[src/rtl/ram_port_arbiter_pkg.sv]
`default_nettype none
// +----------------------------------------------------------------------+
// | ram_port_arbiter_pkg                                                 |
// | Shared state encoding and requester indices for the RAM arbiter.     |
// | Revision: 1.0                                                        |
// +----------------------------------------------------------------------+
package ram_port_arbiter_pkg;

  typedef enum logic [1:0] {
    IDLE = 2'd0,
    OWN0 = 2'd1,
    OWN1 = 2'd2
  } arb_state_e;

  localparam logic REQ_IDX_0 = 1'b0;
  localparam logic REQ_IDX_1 = 1'b1;

endpackage
`default_nettype wire

[src/rtl/rr_arbiter2.sv]
`default_nettype none
// +----------------------------------------------------------------------+
// | rr_arbiter2                                                          |
// | Combinational two-way round-robin pick; ties go to the non-last one. |
// | Revision: 1.0                                                        |
// +----------------------------------------------------------------------+
module rr_arbiter2
  import ram_port_arbiter_pkg::*;
(
  input  logic [1:0] req,
  input  logic       last,
  output logic [1:0] gnt
);

  always_comb begin
    gnt = 2'b00;
    if (req[0] && req[1]) begin
      if (last == REQ_IDX_0) gnt[1] = 1'b1;
      else                   gnt[0] = 1'b1;
    end else begin
      gnt = req;
    end
  end

endmodule
`default_nettype wire

[src/rtl/ram_port_arbiter.sv]
`default_nettype none
// +----------------------------------------------------------------------+
// | ram_port_arbiter                                                     |
// | Two requesters sharing one RAM port, round-robin with lock bursts.   |
// | Revision: 1.0                                                        |
// +----------------------------------------------------------------------+
module ram_port_arbiter
  import ram_port_arbiter_pkg::*;
#(
  parameter int DATA_WIDTH = 32,
  parameter int ADDR_WIDTH = 12
) (
  input  logic                  clk,
  input  logic                  rst_n,
  input  logic                  req0,
  input  logic                  we0,
  input  logic [ADDR_WIDTH-1:0] addr0,
  input  logic [DATA_WIDTH-1:0] wdata0,
  input  logic                  lock0,
  output logic                  gnt0,
  output logic                  rvalid0,
  output logic [DATA_WIDTH-1:0] rdata0,
  input  logic                  req1,
  input  logic                  we1,
  input  logic [ADDR_WIDTH-1:0] addr1,
  input  logic [DATA_WIDTH-1:0] wdata1,
  input  logic                  lock1,
  output logic                  gnt1,
  output logic                  rvalid1,
  output logic [DATA_WIDTH-1:0] rdata1,
  output logic [ADDR_WIDTH-1:0] mem_addr,
  output logic                  mem_we,
  output logic [DATA_WIDTH-1:0] mem_din,
  input  logic [DATA_WIDTH-1:0] mem_dout
);

  arb_state_e            state_q, state_d;
  logic                  last_q, last_d;
  logic [1:0]            rvalid_q, rvalid_d;
  logic [DATA_WIDTH-1:0] rdata0_q, rdata0_d;
  logic [DATA_WIDTH-1:0] rdata1_q, rdata1_d;
  logic [ADDR_WIDTH-1:0] mem_addr_q, mem_addr_d;
  logic [DATA_WIDTH-1:0] mem_din_q, mem_din_d;
  logic [1:0]            arb_gnt;
  logic [1:0]            gnt;
  logic                  mem_we_c;

  rr_arbiter2 u_rr (
    .req  ({req1, req0}),
    .last (last_q),
    .gnt  (arb_gnt)
  );

  always_comb begin
    gnt = 2'b00;
    case (state_q)
      IDLE:    gnt = arb_gnt;
      OWN0:    gnt[0] = req0;
      OWN1:    gnt[1] = req1;
      default: gnt = 2'b00;
    endcase
    // Nothing is granted while reset is being sampled.
    if (!rst_n) gnt = 2'b00;
  end

  always_comb begin
    mem_addr_d = mem_addr_q;
    mem_din_d  = mem_din_q;
    mem_we_c   = 1'b0;
    last_d     = last_q;
    if (gnt[0]) begin
      mem_addr_d = addr0;
      mem_din_d  = wdata0;
      mem_we_c   = we0;
      last_d     = REQ_IDX_0;
    end else if (gnt[1]) begin
      mem_addr_d = addr1;
      mem_din_d  = wdata1;
      mem_we_c   = we1;
      last_d     = REQ_IDX_1;
    end
    rvalid_d = {gnt[1] & ~we1, gnt[0] & ~we0};
    rdata0_d = rvalid_d[0] ? mem_dout : rdata0_q;
    rdata1_d = rvalid_d[1] ? mem_dout : rdata1_q;
  end

  always_comb begin
    state_d = state_q;
    case (state_q)
      IDLE: begin
        if (gnt[0] && lock0)      state_d = OWN0;
        else if (gnt[1] && lock1) state_d = OWN1;
      end
      OWN0:    if (!lock0) state_d = IDLE;
      OWN1:    if (!lock1) state_d = IDLE;
      default: state_d = IDLE;
    endcase
  end

  always_ff @(posedge clk) begin
    if (!rst_n) begin
      state_q    <= IDLE;
      last_q     <= REQ_IDX_1;
      rvalid_q   <= 2'b00;
      rdata0_q   <= '0;
      rdata1_q   <= '0;
      mem_addr_q <= '0;
      mem_din_q  <= '0;
    end else begin
      state_q    <= state_d;
      last_q     <= last_d;
      rvalid_q   <= rvalid_d;
      rdata0_q   <= rdata0_d;
      rdata1_q   <= rdata1_d;
      mem_addr_q <= mem_addr_d;
      mem_din_q  <= mem_din_d;
    end
  end

  assign gnt0     = gnt[0];
  assign gnt1     = gnt[1];
  // A read granted just before reset must not surface its valid.
  assign rvalid0  = rvalid_q[0] & rst_n;
  assign rvalid1  = rvalid_q[1] & rst_n;
  assign rdata0   = rdata0_q;
  assign rdata1   = rdata1_q;
  assign mem_addr = mem_addr_d;
  assign mem_din  = mem_din_d;
  assign mem_we   = mem_we_c;

endmodule
`default_nettype wire

[config.mk]
export PLATFORM = sky130hd
export DESIGN_NAME = ram_port_arbiter
export DESIGN_NICKNAME = d
export VERILOG_FILES = /design/src/rtl/ram_port_arbiter_pkg.sv /design/src/rtl/rr_arbiter2.sv /design/src/rtl/ram_port_arbiter.sv
export SDC_FILE = /design/constraint.sdc
export NUM_CORES = 1
export LEC_CHECK = 0
export CAP_MARGIN = 20
export CORE_MARGIN = 8
export CORE_UTILIZATION = 41
export CTS_BUF_LIST = sky130_fd_sc_hd__clkbuf_16
export DETAILED_ROUTE_END_ITERATION = 10
export HOLD_SLACK_MARGIN = 0.08
export PLACE_DENSITY = 0.8
export SYNTH_ARGS = -nofsm -noshare
export SYNTH_HDL_FRONTEND = slang
export SYNTH_SLANG_ARGS = --single-unit
[constraint.sdc]
create_clock -name clk -period 2.1 [get_ports clk]
set_input_delay 0.42 -clock clk [delete_from_list [all_inputs] [get_ports clk]]
set_output_delay 0.42 -clock clk [all_outputs]
set_load 0.02 [all_outputs]
; ---- Word-level counts from Yosys, hierarchy flattened
; Index checks and enable logic that the tools add are counted.
[word_totals]
register_bits = 113
input_bits = 128
out_inout_bits = 113
elab_cells = 43
[op_classes]
eq_ne = 5
mux = 19
bitwise = 6
n_reduce_logical = 6
[ops]
columns = cell, count
row1 = $mux 32, 2
row2 = $mux 12, 2
row3 = $mux 2, 6
row4 = $mux 1, 6
row5 = $pmux 2 s3, 1
row6 = $and 1x1->1, 4
row7 = $ne 2x2->1 const B, 2
row8 = $pmux 1 s2, 2
row9 = $logic_and 1x1->1, 3
row10 = $ne 3x3->1 const B, 1
row11 = $reduce_and 3->1, 1
row12 = $eq 2x1->1 const B, 1
row13 = $eq 2x2->1 const B, 1
row14 = $logic_not 2->1, 1
row15 = $not 1->1, 2
row16 = $reduce_bool 2->1, 1

; ---- Depth between registers and ports, before layout
[logic_depth]
depth_word = 8
mapped_depth = 6
mapped_depth_nobuf = 4

; ---- Hierarchy
; A second synthesis with hierarchy kept.
[hier_totals]
cells_unflattened = 578
hier_area_um2 = 5272.6
[modules_own_cells]
columns = mod, instances, cells_each, area_each_um2, seq_area_each_um2
row1 = ram_port_arbiter, 1, 575, 5253.8, 2262.2
row2 = rr_arbiter2, 1, 3, 18.8, 0.0

; ---- Worst setup path before layout
; OpenSTA, ideal clock, no wires.
[synth_path]
path_kind = input-to-output
from = input rst_n
to = output mem_addr[10]
arrival_ns = 1.700
required_ns = 1.680
setup_slack_ns = -0.020
cell_stages = 6
path_buffers = 3
cell_sequence = nand3b_1 -> or2_1 -> buf_2 -> buf_4 -> buf_2 -> a31oi_1
[synth_between]
elab_chain_len = 3
[synth_rtl]
columns = element, line_no
row1 = from (decl), ram_port_arbiter.sv:14  ; input logic rst_n,
row2 = $mux 2 *, ram_port_arbiter.sv:63  ; if (!rst_n) gnt = 2'b00;
row3 = $mux 12, ram_port_arbiter.sv:76  ; end else if (gnt[1]) begin
row4 = $mux 12 *, ram_port_arbiter.sv:71  ; if (gnt[0]) begin
row5 = to (decl), ram_port_arbiter.sv:31  ; output logic [ADDR_WIDTH-1:0] mem_addr,
; Mark *: on every way between the ends. The rest lies on a longest branch, timed or not.

; ---- Final worst setup path
[layout_path]
from = register state_q[1]
to = output mem_din[19]
[layout_between]
elab_chain_len = 5
elab_cells_between_ends = 8
classes_between = 2 x eq/ne / 5 x mux / 1 x reduce/logical
[layout_rtl]
columns = element, line_no
row1 = from (decl), ram_port_arbiter.sv:37  ; arb_state_e state_q, state_d;
row2 = from (signal assigned), ram_port_arbiter.sv:110  ; state_q <= state_d;
row3 = $eq 2x2->1 / $logic_not 2->1 (equally long branches), ram_port_arbiter.sv:56  ; case (state_q)
row4 = $pmux 1 s2, ram_port_arbiter.sv:56
row5 = $mux 2 *, ram_port_arbiter.sv:63
row6 = $mux 32, ram_port_arbiter.sv:76
row7 = $mux 32 *, ram_port_arbiter.sv:71
row8 = to (decl), ram_port_arbiter.sv:33  ; output logic [DATA_WIDTH-1:0] mem_din,
; Marks and branches as above.

==> run summary <==
status - finished with violations
violated checks - negative setup slack
Synth Flop Type - dfxtp_1
Worst Hold Path Cells - 2
met3 GRT Util - 8.444%
Worst R2R Setup Slack - 0.21 ns
Mapped Cells - 580
Post-CTS Hold Fix Bufs - 0
top post-synthesis cells by area - dfxtp_1 44%, mux2i_1 13%, a311oi_1 7.5%
final worst hold slack - 0.4593 ns
htree depth - 4
CP startpoint kind - register
clk root buf - clkbuf_16
Chip Height - 127.6 um
cell taking the most area after synthesis - dfxtp_1
routed via count - 6,306
crit path DAT - 1.90 ns
sequential cell area fraction in the yosys report - 44.30%
Via-to-Cell Ratio - 5.754
synthesized area - 5106 sq um
syn_nets - 708
Yosys top cell area share - 44.30%
highest clock rate - 0.4308 GHz
worst r2r dst - rdata0[18]
Final #Nets - 1,042
worst hold path type - reg -> reg
Yosys warning count - 0
reg2reg start - state_q[1]
cts bufs inserted - 17
Worst Path Class, Setup - reg -> out
layout cells sized above 1 - 31.28%
Largest stage delay, worst path - 0.35 ns
die area - 16,280 sq um
clk_lat worst skew - 0.40 ns
initial antenna violation count - 1
DRC Markers - 0
Worst-path clk slew - 0.05 ns
Core Box Area - 12,060 sq um
fin crit period - 2.322 ns
HPWL after DPL - 14,880 um
met1 GRT Util - 28.97%
met2 Usage GRT - 43.60%
Final WS setup - -0.2215 ns
required time worst endpoint - 1.68 ns
Max clock buf depth - 2
Final Cycle Share - 110.5%
clock skew - 0.01027 ns
Mapped Avg Cell Area - 8.804 sq um
Detailed Routing Iterations Pass 1 - 5
Pwr per Cell Area - 714.4 nW/um^2
most used routing layer - met2
largest net degree at the start of global routing - 80
Post-synth ARST share - 0%
Crit path buffers/inverters - 3
Clock Sinks - 113
Worst path slowest cell - nor3_2
Final Wtd Congestion - 0.8467
GRT Util Overall - 25.72%
Antenna Nets Post-Route - 0
cell breakdown of the critical path - nand3b_1 > buf_4 > buf_8 > nor3_2 > a31oi_4 > buf_6
wirelength, routed - 22,550 um
Yosys reg bits - 113
max-cap viol count - 0
Max Slew Vio Count - 0
IO buf count - 240
Area Overhead vs Synth - 89.37%
RSZ-0062 raised after global routing - yes
fill cell count - 695
vias in the first global route - 6,496
Max VDD drop - 0.5544 mV
first-pass GRT wire length - 33,660 um
Congestion Overflow GR - 0
Hold Crit Start - rdata0[20]
Crit path max-delay family - simple AND/OR/NAND/NOR gates
Hold Violations, Final - 0
hold endpoint - rdata0[20]
FP Rows - 40
worst-margin pin slew - 0.7148 ns
DR iter-0 viols - 495
Total Power - 6.907 mW
slew margin rel. - 52.34%
drt wl/cell - 20.57 um
crit end category - output pin
Die W - 127.6 um
Starting Density - 42.33%
IO Pins - 241
worst r2r path cells - 6
Final setup viols - 46
crit-path max FO - 24
CTS tree - yes
Cell variety after synth - 27
EDFF count, synth - 0
Leak Pwr - 4.124 nW
## worst min-delay path, cell delays in order (launching register included)
cell and delay [ns]:
dfxtp_1 0.30, nand2_1 0.05, mux2i_1 0.05
## per-layer routing
| layer | share of wire (%) | up-vias |
|---|---|---|
| met1 | 38 | 3021 |
| li1 | - | 2871 |
| met3 | 9.5 | 55 |
| met5 | 0 | - |
| met2 | 49 | 359 |
| met4 | 3.5 | 0 |
## Yosys cell counts (3+ instances only)
| cell | n |
|---|---|
| inv_2 | 4 |
| nand4_1 | 44 |
| o21ai_0 | 6 |
| nor3_1 | 44 |
| buf_2 | 12 |
| nand2_1 | 97 |
| clkbuf_1 | 43 |
| dfxtp_1 | 113 |
| a31oi_1 | 44 |
| nand3b_1 | 3 |
| a311oi_1 | 44 |
| mux2i_1 | 64 |
| buf_6 | 8 |
| o21ai_1 | 38 |
## sequential cells by signal, summed over array words and instances (netlist names)
signal,cells
last_q,1
mem_addr_q,12
mem_din_q,32
rdata0,32
rdata1,32
rvalid_q,2
state_q,2
## per-stage QoR
stage / cells / setup WS (ns) / utilization [%] / cell area (sq um) / TNS, ns
after floorplan: 580 / -0.01990 / - / 5106 / -0.1990
after global placement: 1050 / -0.8049 / 70.72 / 8529 / -48.56
after detailed placement: 1050 / -0.8368 / 70.72 / 8529 / -53.35
after CTS: 1091 / -0.1567 / 78.11 / 9422 / -4.296
after global routing: 1096 / -0.2478 / 80.17 / 9669 / -8.745
final: 1096 / -0.2215 / 80.17 / 9669 / -6.182
## cells by family (layout without fill, tap and decap cells)
logic type	count (synthesis)	in the layout	share of synthesized area, %
AOI/OAI and AO/OA	136	136	17.96
DFF	113	113	44.30
other	0	1	0
muxes	64	64	12.55
and+or+nand+nor	198	198	18.57
buffers and inverters	69	416	6.616
## worst max path at each step
| stage | startpoint | end | slack, ns | cells after the start |
|---|---|---|---|---|
| 2_1_floorplan | rst_n | mem_addr[10] | -0.02 | 6 |
| 3_3_place_gp | req1 | mem_din[4] | -0.80 | 7 |
| 3_5_place_dp | req0 | mem_din[2] | -0.84 | 6 |
| 4_1_cts | state_q[1] | mem_addr[7] | -0.16 | 5 |
| 5_1_grt | state_q[1] | mem_din[19] | -0.25 | 6 |
| 6_report | state_q[1] | mem_din[19] | -0.22 | 6 |
## power by group
part	internal [mW]	total, mW	leakage [nW]	switching, mW
Sequential	2.26	2.32	0.925	0.0534
Clock	1.85	2.87	0.287	1.02
Combinational	0.851	1.72	2.91	0.865
## cell type report
class | count | area, sq um | share of cell area [%]
inverter | 5 | 23.77 | 0.2459
tap | 168 | 210.2 | 2.174
multi-input combinational | 398 | 2904 | 30.03
timing repair buffer | 379 | 3662 | 37.88
clock inverter | 15 | 170.2 | 1.760
antenna | 1 | 2.502 | 0.02588
sequential | 113 | 2271 | 23.49
clock buffer | 17 | 425.4 | 4.400
## placed cells by master (no fill, tap or decap), drive strengths merged, types with 3 or more instances in the layout
| cell type | Yosys | final |
|---|---|---|
| clkinvlp | 0 | 3 |
| o21ai | 44 | 44 |
| bufinv | 0 | 3 |
| nand4 | 44 | 44 |
| inv | 5 | 6 |
| clkinv | 0 | 8 |
| clkdlybuf4s50 | 0 | 190 |
| mux2i | 64 | 64 |
| bufbuf | 0 | 3 |
| nand2 | 97 | 97 |
| clkbuf | 43 | 19 |
| a311oi | 44 | 44 |
| buf | 21 | 182 |
| nand3b | 3 | 3 |
| dfxtp | 113 | 113 |
| nor3 | 44 | 44 |
| a31oi | 44 | 44 |
## timing repair
action,CTS,global route
pin swaps,16,12
setup buffers,5,2
endpoints found under the setup margin,47,47
gates resized for setup,334,36
endpoints found under the hold margin,0,0
gates cloned,4,2
Power figures use the tool's default switching activity.
